$ cat src/rtl/spi_pkg.sv
// rtl/spi_pkg.sv - shared frame field widths for the SPI master and its request bus
// Purpose: default address/data widths of the SPI write frame.
// Ports: none (package).
package spi_pkg;
  localparam int AWIDTH = 8;
  localparam int DWIDTH = 32;
endpackage

$ cat src/rtl/spi_master_if.sv
// rtl/spi_master_if.sv - request/response bus between a requester and spi_master
// Purpose: groups the start/busy/done handshake, frame fields and mode select.
// Signals:
//   cfg_mode[1:0]  [1]=CPOL, [0]=CPHA, sampled when start is accepted
//   start          request strobe, accepted only while busy=0
//   write, size, addr, wdata   frame fields
//   busy, done     transaction status, done is a one-cycle end-of-frame pulse
//   rdata          captured miso data (zero unless read capture is built in)
// Modports: master = requester side, slave = spi_master side.
interface spi_master_if #(
  parameter int AWIDTH = spi_pkg::AWIDTH,
  parameter int DWIDTH = spi_pkg::DWIDTH
) ();
  logic [1:0]        cfg_mode;
  logic              start;
  logic              write;
  logic [1:0]        size;
  logic [AWIDTH-1:0] addr;
  logic [DWIDTH-1:0] wdata;
  logic              busy;
  logic              done;
  logic [DWIDTH-1:0] rdata;

  modport master (
    output cfg_mode, start, write, size, addr, wdata,
    input  busy, done, rdata
  );

  modport slave (
    input  cfg_mode, start, write, size, addr, wdata,
    output busy, done, rdata
  );
endinterface

$ cat src/rtl/spi_master.sv
// rtl/spi_master.sv - SPI write-frame initiator with per-request CPOL/CPHA mode
// Purpose: shifts {write, size[1:0], addr, wdata} MSB first to the SPI memory
//   slave inside one ss_n window, in any of the four SPI modes, then holds a
//   minimum deselect gap before the next request can be accepted.
// Optional feature: define SPI_MASTER_READ_EN to shift miso into a capture
//   register during the data bits and present it on rdata with done.
// Ports:
//   clk    in   system clock, all logic on posedge
//   rst_n  in   asynchronous active-low reset
//   req    bus  spi_master_if.slave: cfg_mode/start/write/size/addr/wdata in,
//               busy/done/rdata out
//   sck    out  SPI clock
//   mosi   out  SPI serial out
//   miso   in   SPI serial in (only used with SPI_MASTER_READ_EN)
//   ss_n   out  slave select, active low
module spi_master #(
  parameter int AWIDTH  = spi_pkg::AWIDTH,
  parameter int DWIDTH  = spi_pkg::DWIDTH,
  parameter int CLK_DIV = 4
) (
  input  logic        clk,
  input  logic        rst_n,
  spi_master_if.slave req,
  output logic        sck,
  output logic        mosi,
  input  logic        miso,
  output logic        ss_n
);
  localparam int NBITS = AWIDTH + 3 + DWIDTH;
  localparam int EW    = $clog2(2 * NBITS);

  typedef enum logic [2:0] {IDLE, SETUP, SHIFT, HOLD, GAP} state_e;

  state_e           state_q, state_d;
  logic [7:0]       cnt_q, cnt_d;
  logic [EW-1:0]    edge_cnt_q, edge_cnt_d;
  logic [NBITS-1:0] shreg_q, shreg_d;
  logic             cpol_q, cpol_d;
  logic             cpha_q, cpha_d;
  logic             sck_q, sck_d;
  logic             mosi_q, mosi_d;
  logic             ss_n_q, ss_n_d;
  logic             busy_q, busy_d;
  logic             done_q, done_d;

  logic             tick;
  logic             last_edge;
  logic             lead_edge;
  logic             accept;
  logic [NBITS-1:0] frame;

  assign frame     = {req.write, req.size, req.addr, req.wdata};
  assign accept    = (state_q == IDLE) && req.start && !busy_q;
  assign tick      = (state_q != IDLE) && (cnt_q == 8'(CLK_DIV - 1));
  assign last_edge = (edge_cnt_q == EW'(2 * NBITS - 1));
  // sck starts each frame at CPOL, so even toggles leave CPOL.
  assign lead_edge = ~edge_cnt_q[0];

  always_ff @(posedge clk or negedge rst_n) begin
    if (!rst_n) state_q <= IDLE;
    else        state_q <= state_d;
  end

  always_comb begin
    state_d = state_q;
    case (state_q)
      IDLE:    if (accept) state_d = SETUP;
      SETUP:   if (tick) state_d = SHIFT;
      SHIFT:   if (tick && last_edge) state_d = HOLD;
      HOLD:    if (tick) state_d = GAP;
      GAP:     if (tick) state_d = IDLE;
      default: state_d = IDLE;
    endcase
  end

  always_comb begin
    cnt_d      = '0;
    edge_cnt_d = '0;
    shreg_d    = shreg_q;
    cpol_d     = cpol_q;
    cpha_d     = cpha_q;
    sck_d      = sck_q;
    mosi_d     = mosi_q;
    ss_n_d     = ss_n_q;
    busy_d     = busy_q;
    done_d     = 1'b0;

    // Half-period counter wraps on tick and restarts on every state change.
    if (state_q != IDLE && state_d == state_q && !tick) cnt_d = cnt_q + 8'd1;
    if (state_q == SHIFT && state_d == SHIFT)
      edge_cnt_d = tick ? edge_cnt_q + EW'(1) : edge_cnt_q;

    case (state_q)
      IDLE: begin
        sck_d = req.cfg_mode[1];
        if (accept) begin
          cpol_d = req.cfg_mode[1];
          cpha_d = req.cfg_mode[0];
          ss_n_d = 1'b0;
          busy_d = 1'b1;
          if (req.cfg_mode[0]) begin
            shreg_d = frame;
          end else begin
            // CPHA=0: the first bit must already be on mosi at the first leading edge.
            mosi_d  = frame[NBITS-1];
            shreg_d = {frame[NBITS-2:0], 1'b0};
          end
        end else if (busy_q) begin
          busy_d = 1'b0;
        end
      end
      SETUP: sck_d = cpol_q;
      SHIFT: begin
        if (tick) begin
          sck_d = ~sck_q;
          if ((lead_edge && cpha_q) || (!lead_edge && !cpha_q && !last_edge)) begin
            mosi_d  = shreg_q[NBITS-1];
            shreg_d = {shreg_q[NBITS-2:0], 1'b0};
          end
        end
      end
      HOLD: begin
        sck_d = cpol_q;
        if (tick) begin
          ss_n_d = 1'b1;
          done_d = 1'b1;
        end
      end
      GAP: begin
        sck_d = cpol_q;
        if (tick) mosi_d = 1'b0;
      end
      default: ;
    endcase
  end

  always_ff @(posedge clk or negedge rst_n) begin
    if (!rst_n) begin
      cnt_q      <= '0;
      edge_cnt_q <= '0;
      shreg_q    <= '0;
      cpol_q     <= 1'b0;
      cpha_q     <= 1'b0;
      sck_q      <= 1'b0;
      mosi_q     <= 1'b0;
      ss_n_q     <= 1'b1;
      busy_q     <= 1'b0;
      done_q     <= 1'b0;
    end else begin
      cnt_q      <= cnt_d;
      edge_cnt_q <= edge_cnt_d;
      shreg_q    <= shreg_d;
      cpol_q     <= cpol_d;
      cpha_q     <= cpha_d;
      sck_q      <= sck_d;
      mosi_q     <= mosi_d;
      ss_n_q     <= ss_n_d;
      busy_q     <= busy_d;
      done_q     <= done_d;
    end
  end

  assign sck      = sck_q;
  assign mosi     = mosi_q;
  assign ss_n     = ss_n_q;
  assign req.busy = busy_q;
  assign req.done = done_q;

`ifdef SPI_MASTER_READ_EN
  logic [DWIDTH-1:0] cap_q;
  logic [DWIDTH-1:0] rdata_q;
  logic              sample;
  logic              in_data;

  // Sample edge is the leading edge for CPHA=0 and the trailing edge for CPHA=1.
  assign sample  = (state_q == SHIFT) && tick && (lead_edge ^ cpha_q);
  // Two toggles per bit: the data bits start at toggle 2*(AWIDTH+3).
  assign in_data = (edge_cnt_q >= EW'(2 * (AWIDTH + 3)));

  always_ff @(posedge clk or negedge rst_n) begin
    if (!rst_n) begin
      cap_q   <= '0;
      rdata_q <= '0;
    end else begin
      if (sample && in_data) cap_q <= {cap_q[DWIDTH-2:0], miso};
      if (state_q == HOLD && tick) rdata_q <= cap_q;
    end
  end

  assign req.rdata = rdata_q;
`else
  logic unused_miso;
  assign unused_miso = miso;
  assign req.rdata   = '0;
`endif
endmodule

$ cat src/flat_wrapper.sv
// flat-port wrapper written by rule: the top's interface ports become plain ports
module spi_master_flat 
#(
  parameter int AWIDTH  = spi_pkg::AWIDTH,
  parameter int DWIDTH  = spi_pkg::DWIDTH,
  parameter int CLK_DIV = 4
)
  (clk, rst_n, sck, mosi, miso, ss_n, req_cfg_mode, req_start, req_write, req_size, req_addr, req_wdata, req_busy, req_done, req_rdata);
  spi_master_if #(.AWIDTH(AWIDTH), .DWIDTH(DWIDTH)) req_i ();
  input  logic clk;
  input  logic rst_n;
  output logic sck;
  output logic mosi;
  input  logic miso;
  output logic ss_n;
  input wire logic [$bits(req_i.cfg_mode)-1:0] req_cfg_mode;
  input wire logic [$bits(req_i.start)-1:0] req_start;
  input wire logic [$bits(req_i.write)-1:0] req_write;
  input wire logic [$bits(req_i.size)-1:0] req_size;
  input wire logic [$bits(req_i.addr)-1:0] req_addr;
  input wire logic [$bits(req_i.wdata)-1:0] req_wdata;
  output wire logic [$bits(req_i.busy)-1:0] req_busy;
  output wire logic [$bits(req_i.done)-1:0] req_done;
  output wire logic [$bits(req_i.rdata)-1:0] req_rdata;
  assign req_i.cfg_mode = req_cfg_mode;
  assign req_i.start = req_start;
  assign req_i.write = req_write;
  assign req_i.size = req_size;
  assign req_i.addr = req_addr;
  assign req_i.wdata = req_wdata;
  assign req_busy = req_i.busy;
  assign req_done = req_i.done;
  assign req_rdata = req_i.rdata;
  spi_master #(.AWIDTH(AWIDTH), .DWIDTH(DWIDTH), .CLK_DIV(CLK_DIV)) u_core (.clk(clk), .rst_n(rst_n), .req(req_i), .sck(sck), .mosi(mosi), .miso(miso), .ss_n(ss_n));
endmodule
$ cat config.mk
export PLATFORM = sky130hd
export DESIGN_NAME = spi_master_flat
export DESIGN_NICKNAME = d
export VERILOG_FILES = /design/src/rtl/spi_pkg.sv /design/src/rtl/spi_master_if.sv /design/src/rtl/spi_master.sv /design/src/flat_wrapper.sv
export SDC_FILE = /design/constraint.sdc
export NUM_CORES = 1
export LEC_CHECK = 0
export ABC_AREA = 1
export BUFFER_PORTS_ARGS = -buffer_cell sky130_fd_sc_hd__buf_4
export CELL_PAD_IN_SITES_DETAIL_PLACEMENT = 0
export CELL_PAD_IN_SITES_GLOBAL_PLACEMENT = 1
export CORE_MARGIN = 2
export CORE_UTILIZATION = 43
export DETAILED_ROUTE_END_ITERATION = 7
export PLACE_DENSITY_LB_ADDON = 0.1
export SLEW_MARGIN = 20
export SYNTH_ARGS = -nofsm -noshare
export SYNTH_HDL_FRONTEND = slang
export SYNTH_SLANG_ARGS = --single-unit
$ cat constraint.sdc
create_clock -name clk -period 3.3 [get_ports clk]
set_clock_uncertainty 0.2 [all_clocks]
set_input_delay 0.495 -clock clk [delete_from_list [all_inputs] [get_ports clk]]
set_output_delay 0.495 -clock clk [all_outputs]
set_load 0.1 [all_outputs]
# After elaboration in Yosys (flattened, before gate mapping)
# Index checks and enable logic that the tools add are counted.
# W data, S select, Z words.
# totals
reg_bits	68
in_bits	49
# op_classes
n_addsub	2
n_eq_ne	15
n_mux	28
bitwise_logic	2
n_reduce_logical	27
# ops
op	count
$mux W43	4
$pmux W43 S2	1
$mux W3	5
$pmux W3 S5	1
$mux W7	2
$mux W1	11
$logic_and A1 B1 Y1	10
$ne A2 B1 Y1 const B	5
$eq A3 B2 Y1 const B	3
$reduce_bool A3 Y1	3
$add A8 B1 Y8 const B	1
$eq A8 B2 Y1 const B	1
$mux W8	1
$add A7 B1 Y7 const B	1
$eq A7 B7 Y1 const B	1
$pmux W1 S3	2
$reduce_and A6 Y1	1
$logic_not A1 Y1	4
$ne A2 B2 Y1 const B	2
$reduce_and A2 Y1	2
$reduce_and A4 Y1	1
$reduce_bool A2 Y1	2
$eq A3 B1 Y1 const B	1
$eq A3 B3 Y1	1
other kinds (7)	8

# Longest topological paths before layout
# Gate-level depths: netlist of run 1.
# depth
word_depth	9
depth_mapped	12
depth_no_buf	12

# Worst setup path after synthesis of run 1
# No wires, ideal clock.
# synth_timing
kind	register to register
startpoint	register u_core.busy_q, in the netlist u_core.req.busy
endpoint	register u_core.shreg_q[10]
setup_time_ps	123
arrival_time_ps	1784
setup_slack_ps	1192
stages_incl_launch_ff	8
n_path_buf	2
period_less_slack_ps	2108
cell_sequence	dfrtp_1 > inv_1 > nand3_4 > nand2_2 > nand3_2 > buf_6 > buf_6 > o21ai_2
# synth_via
elab_chain_cells	4
# synth_lines
item	line_no	text
start, declared	spi_master.sv:43	logic busy_q, busy_d;
start signal, assigned	spi_master.sv:158	busy_q <= busy_d;
$logic_not A1 Y1	spi_master.sv:53	assign accept = (state_q == IDLE) && req.start && !busy_q;
$logic_and A1 B1 Y1	spi_master.sv:53	
$ne A2 B1 Y1 (no line)	--	
$reduce_and A4 Y1 (no line)	--	
end signal, assigned	spi_master.sv:152	shreg_q <= shreg_d;
end, declared	spi_master.sv:37	logic [NBITS-1:0] shreg_q, shreg_d;
# No other way between the ends.
# A chain may end at the register's enable or synchronous reset.

# Final worst setup path of run 1
# layout_timing
startpoint	register u_core.state_q[1]
endpoint	register u_core.shreg_q[11]
# layout_via
elab_chain_cells	5
elab_cells_between_ends	12
classes_between	4 x eq/ne; 1 x mux; 7 x reduce/logical
# layout_lines
item	line_no	text
start, declared	spi_master.sv:34	state_e state_q, state_d;
start signal, assigned	spi_master.sv:61	else state_q <= state_d;
$logic_not A3 Y1	spi_master.sv:53, spi_master.sv:93	
$logic_and A1 B1 Y1 (2 in a row)	spi_master.sv:53	
$ne A2 B1 Y1 (no line)	--	
$reduce_and A4 Y1 (no line)	--	
# Parallel ways exist; a longest one is shown, timed or not.

==> impl_metrics.ini, run 1 <==
[layout]
fin_nets = 637
synthToLayoutAreaGrowth_pct = 11.97
finish.instance_area_sq_um = 4647
diodes = 0
fillers = 935
stdcell_count = 719
drive_gt1_share_pct = 21.53

[detailed_routing]
drt_iter0_markers = 124
drcViolationCount = 0
highest_layer = met4
met2_wirelength_mm = 3.748
vias = 3388
drtAntennaViolNets = 0
drtPass1Iterations = 4
routed_wl_mm = 8.237
met3_length_um = 276
avgRoutedWirePerCell_um = 11.46
route.layer.met1.wl_mm = 4.130
viasPerCell = 4.712

[timing]
clock.fmax_ghz = 0.4025
setup-tns-final_ps = 0
timing.final.max_slew_violations = 0
finalHoldViolations = 0
setup_viol = 0
tightestPinTransition_ps = 871.9
period_share_pct = 75.29
slew-limit-headroom_pct = 41.88
rsz0062_at_grt = no
layout_min_cycle_time_ps = 2485

[placed_design]
dp.cells = 703
io_buffer_count = 52
place_area_sq_um = 4484
gp_congestion = 0.8158
dp_hpwl_mm = 5.517

[job]
drv_cap = 0

[floorplan]
die_w_um = 102.2
initial_core_util_pct = 44.70
core_area_sq_um = 9284
die_area_sq_um = 10450
ios = 86
num_rows = 35
die_h_um = 102.2

[synthesis]
synthArstFlopShare_pct = 100.0
synth_common_cells = nand2_1 (152), dfrtp_1 (67), nand3_1 (55), o21ai_0 (44), nor2_1 (35)
ys_warn_count = 0
syn_inst = 544
synth_top_area_cell = dfrtp_1
synth.most_common_cell = nand2_1
ys_seq_area_share_pct = 41.03
yosysTopAreaCellShare_pct = 40.40
netlist_top_cells_area = dfrtp_1 (40%), nand2_1 (14%), nand3_1 (6.6%)
avgSynthCellArea_sq_um = 7.629
synth.distinct_cells = 30
synth_ff_type = dfrtp_1
ys_seq_elements = 68
syn-cell-area_sq_um = 4150
synth_edf_count = 0

[critical_path]
cp_data_required_time_ps = 3350
cp-start-kind = flop
path_class = flop to flop
arrival_ps = 2530
critPathCaptureType = flop
cp_max_fo = 42

[grt]
grt_pass1_wl_mm = 14.24
grt_max_degree = 69
grt-ovfl-total = 0
antenna_found_initial = 0
grt_usage_pct = 16.84
grt_pass1_vias = 3127

[clocking]
cts_buffers = 9
clock_tree.buffer_depth = 2
clock-sinks = 68
clock_latency_ps = 330
cts_post_setup_buffers_inserted = 0
cts_tree = yes
htree_levels = 3
clk_pin_slew_worst_paths_ps = 70
cts-resized-gates = 0
cts_hold_buf = 0
cts-root-buf = clkbuf_8

[power_and_ir_drop]
leakagePower_nw = 2.222
power_mw = 1.688
power_density_nw_per_um2 = 363.3
max-vdd-ir-drop_mv = 0.1456

[status]
status = completed

[min_path]
hold_path.class = primary input to async pin
==> layer usage <==
| metal | track usage, % | vias up |
|---|---|---|
| met5 | 0 | - |
| met1 | 23.71 | 1555 |
| met4 | 4.923 | 0 |
| met2 | 27.13 | 53 |
| met3 | 2.394 | 7 |
| li1 | - | 1773 |
==> worst max-delay path: stages, from the launching register on <==
cell	delay, ps
dfrtp_1	530
nand3_4	410
inv_2	230
nand2_1	140
nand3_4	440
buf_4	320
nand2_2	70
o21ai_2	50
==> through the flow <==
stage,worst slack (ps),hold slack [ps],util [%]
2_1_floorplan,1192,-0.5910,-
3_5_place_dp,820.0,258.2,48.30
6_report,815.5,61.47,50.05
5_1_grt,583.0,161.4,50.05
4_1_cts,793.3,119.6,50.05
3_3_place_gp,821.1,251.6,48.30
==> report_power, final <==
group | internal [mW] | total (mW) | switching, mW
Combinational | 0.0480 | 0.267 | 0.219
Sequential | 0.833 | 0.833 | 0
Clock | 0.293 | 0.588 | 0.296
==> placed cells by master (no fill, tap or decap) <==
cell	instances
mux2i_1	4
buf_12	1
clkinv_1	1
clkbuf_8	10
clkbuf_1	4
o21ai_0	44
o21ai_2	25
a21oi_1	5
o311ai_0	1
inv_1	27
nand3_4	3
nor2_4	1
ha_1	3
xor2_1	4
dfstp_2	1
o21ai_1	18
nor3b_1	3
o21a_1	1
nand4_1	3
a31oi_1	1
nor3_1	3
inv_2	4
conb_1	32
nand2_1	152
dfrtp_1	67
nand3_1	55
clkinv_2	2
buf_4	58
nor2_1	35
nand2_2	22
==> final cells by class <==
type	instances	area, sq um	share of cell area [%]
tap	129	161.4	3.473
clock buffer	14	152.6	3.285
sequential	68	1703	36.65
multi-input combinational	415	2044	44.00
inverter	32	120.1	2.585
timing repair buffer	59	455.4	9.801
clock inverter	2	10.01	0.2154
==> cell families (layout without fill, tap and decap cells) <==
family          after synthesis  in the layout  share of synthesized area, %
buf+inv                      92            107                         12.69
compound gates               95             95                         13.90
xor+xnor                      4              4                        0.8440
simple gates                277            277                         29.57
flops                        68             68                         41.03
fa+ha+maj                     3              3                        0.9045
mux                           4              4                        0.9648
other cells                   1             32                       0.09036
==> sequential cells by signal (all words and copies together), names as in the netlist <==
signal             flops
u_core.cnt_q           8
u_core.sck             1
u_core.ss_n            1
u_core.cpha_q          1
u_core.req.busy        1
u_core.mosi            1
u_core.shreg_q        43
u_core.state_q         3
u_core.req.done        1
u_core.edge_cnt_q      7
u_core.cpol_q          1
==> path summary, 6_finish.rpt <==
| kind | startpoint | endpoint | slack (ps) | cells after the start |
|---|---|---|---|---|
| hold reg to reg | u_core.cnt_q[0] | u_core.cnt_q[0] | 270 | 1 |
| setup reg to reg | u_core.state_q[1] | u_core.shreg_q[11] | 820 | 7 |
| max in group asynchronous | rst_n | u_core.shreg_q[7] | 2250 | 1 |
| setup / recovery | u_core.state_q[1] | u_core.shreg_q[11] | 820 | 7 |
| min in group clk | req_cfg_mode[1] | u_core.cpol_q | 190 | 3 |
| hold / removal | rst_n | u_core.edge_cnt_q[3] | 60 | 1 |
Note: power is estimated with default switching activity, not from simulation.
==> run 2: changes to the inputs <==
--- a/config.mk
+++ b/config.mk
@@ -10,7 +10,7 @@
 export CELL_PAD_IN_SITES_DETAIL_PLACEMENT = 0
 export CELL_PAD_IN_SITES_GLOBAL_PLACEMENT = 1
 export CORE_MARGIN = 2
-export CORE_UTILIZATION = 43
+export CORE_UTILIZATION = 40
 export DETAILED_ROUTE_END_ITERATION = 7
 export PLACE_DENSITY_LB_ADDON = 0.1
 export SLEW_MARGIN = 20
==> constraint.sdc (replaced) <==
create_clock -name clk -period 2.6 [get_ports clk]
set_clock_uncertainty 0.2 [all_clocks]
set_input_delay 0.39 -clock clk [delete_from_list [all_inputs] [get_ports clk]]
set_output_delay 0.39 -clock clk [all_outputs]
set_load 0.1 [all_outputs]
==> run 2 against run 1 <==
Compared with the run above: combinational power rose by 29%; critical path depth rose by 1; flip-flop and latch count stayed put; utilization shrank 3.4 points; clock power increased by 64%.
==> impl_metrics.ini, run 2 (synthesis gave the netlist of run 1 again) <==
[status]
status = completed

[critical_path]
cp_max_fo = 8
path_class = flop to flop
cp-start-kind = flop
arrival_ps = 2090
cp_data_required_time_ps = 2610
worstRegToRegCells = 8
critPathCaptureType = flop

[floorplan]
die_h_um = 105.9
num_rows = 37
die_area_sq_um = 11210
die_w_um = 105.9
initial_core_util_pct = 40.75
core_area_sq_um = 10180
ios = 86

[layout]
diodes = 0
synthToLayoutAreaGrowth_pct = 14.41
multi_input_area_sq_um = 2044
largest_reg_flops = 43
mostFrequentLayoutCells = nand2_1 (152), dfrtp_1 (67), buf_4 (59)
fillers = 1042
drive_gt1_share_pct = 22.09
layout_commonest_cell = nand2_1
finish.instance_area_sq_um = 4748
finalCoreUtilization_pct = 46.62
regArea_sq_um = 1703
reg_top3 = u_core.shreg_q x43, u_core.cnt_q x8, u_core.edge_cnt_q x7
fin_nets = 640
top_register = u_core.shreg_q

[detailed_routing]
avgRoutedWirePerCell_um = 11.35
routed_wl_mm = 8.272
drt_iter0_markers = 171
viasPerCell = 4.624
drtPass1Iterations = 4
drtAntennaViolNets = 0
drcViolationCount = 0
vias = 3371

[timing]
setup-tns-final_ps = 0
slew-limit-headroom_pct = 64.87
rsz0062_at_grt = no
layout_min_cycle_time_ps = 2079
setup_viol = 0
whs_ps = 94.41
period_share_pct = 79.98
finalHoldViolations = 0
timing.final.max_slew_violations = 0
clock.fmax_ghz = 0.4809
tightestPinTransition_ps = 526.9

[placed_design]
gp_congestion = 0.7901
io_buffer_count = 52
dp_hpwl_mm = 5.762
place_area_sq_um = 4521

[clocking]
htree_levels = 3
cts-root-buf = clkbuf_8
clock-sinks = 68
cts_post_setup_buffers_inserted = 0
clock_tree.buffer_depth = 2
cts_tree = yes
cts_buffers = 9
cts_hold_buf = 1
clk_pin_slew_worst_paths_ps = 70
cts-resized-gates = 0
clock_latency_ps = 340

[power_and_ir_drop]
power_density_nw_per_um2 = 497.9
max-vdd-ir-drop_mv = 0.2311
leakagePower_nw = 2.264

[grt]
grt_max_degree = 63
grt-ovfl-total = 0
grt_pass1_vias = 3150
antenna_found_initial = 0
grt_pass1_wl_mm = 14.81
grt_usage_pct = 16.20

[job]
drv_cap = 0

[min_path]
hold_depth = 3
hold_path.class = primary input to flop
## run 2: layer usage
metal | part of all wire (%) | track usage (%)
met1 | 50 | 22.58
met2 | 46 | 25.48
met3 | 3.3 | 3.772
met4 | 1.1 | 4.041
met5 | 0 | 0
## run 2: through the flow
step	worst slack, ps	power, mW	cells
6_report	520.6	2.364	729
5_1_grt	144.7	2.469	729
4_1_cts	464.2	2.402	729
3_5_place_dp	489.6	1.425	712
3_3_place_gp	521.3	1.424	712
2_1_floorplan	492.1	1.361	575
## run 2: cell type report
class | instances | share of cell area (%)
clock buffers | 12 | 3.057
repair buffers | 62 | 10.38
multi-input cells | 415 | 43.06
clock inverters | 4 | 1.528
inverters | 32 | 2.530
flip-flops and latches | 68 | 35.86
well taps | 136 | 3.584
## run 2: where the power goes
group	total (mW)	leakage, nW	internal [mW]	switching [mW]
clock	0.962	0.107	0.566	0.396
sequential	1.06	0.911	1.06	0
combinational	0.345	1.25	0.0660	0.279
## run 2: worst paths after layout
kind,start,to,slack [ps]
max reg2reg,u_core.cnt_q[0],u_core.edge_cnt_q[1],520
max in group asynchronous,rst_n,u_core.ss_n,1180
max,u_core.cnt_q[0],u_core.edge_cnt_q[1],520
min,req_cfg_mode[1],u_core.cpol_q,90
min in group asynchronous,rst_n,u_core.edge_cnt_q[3],340
min reg2reg,u_core.cnt_q[0],u_core.cnt_q[0],270
## run 2: worst max-delay path, stage by stage (launching register included)
cell and delay, ps:
dfrtp_1 370, ha_1 200, nand2_1 70, nor2_1 100
nand2_1 180, nor2_1 360, nand2_1 120, nand4_1 250
nor2_1 80
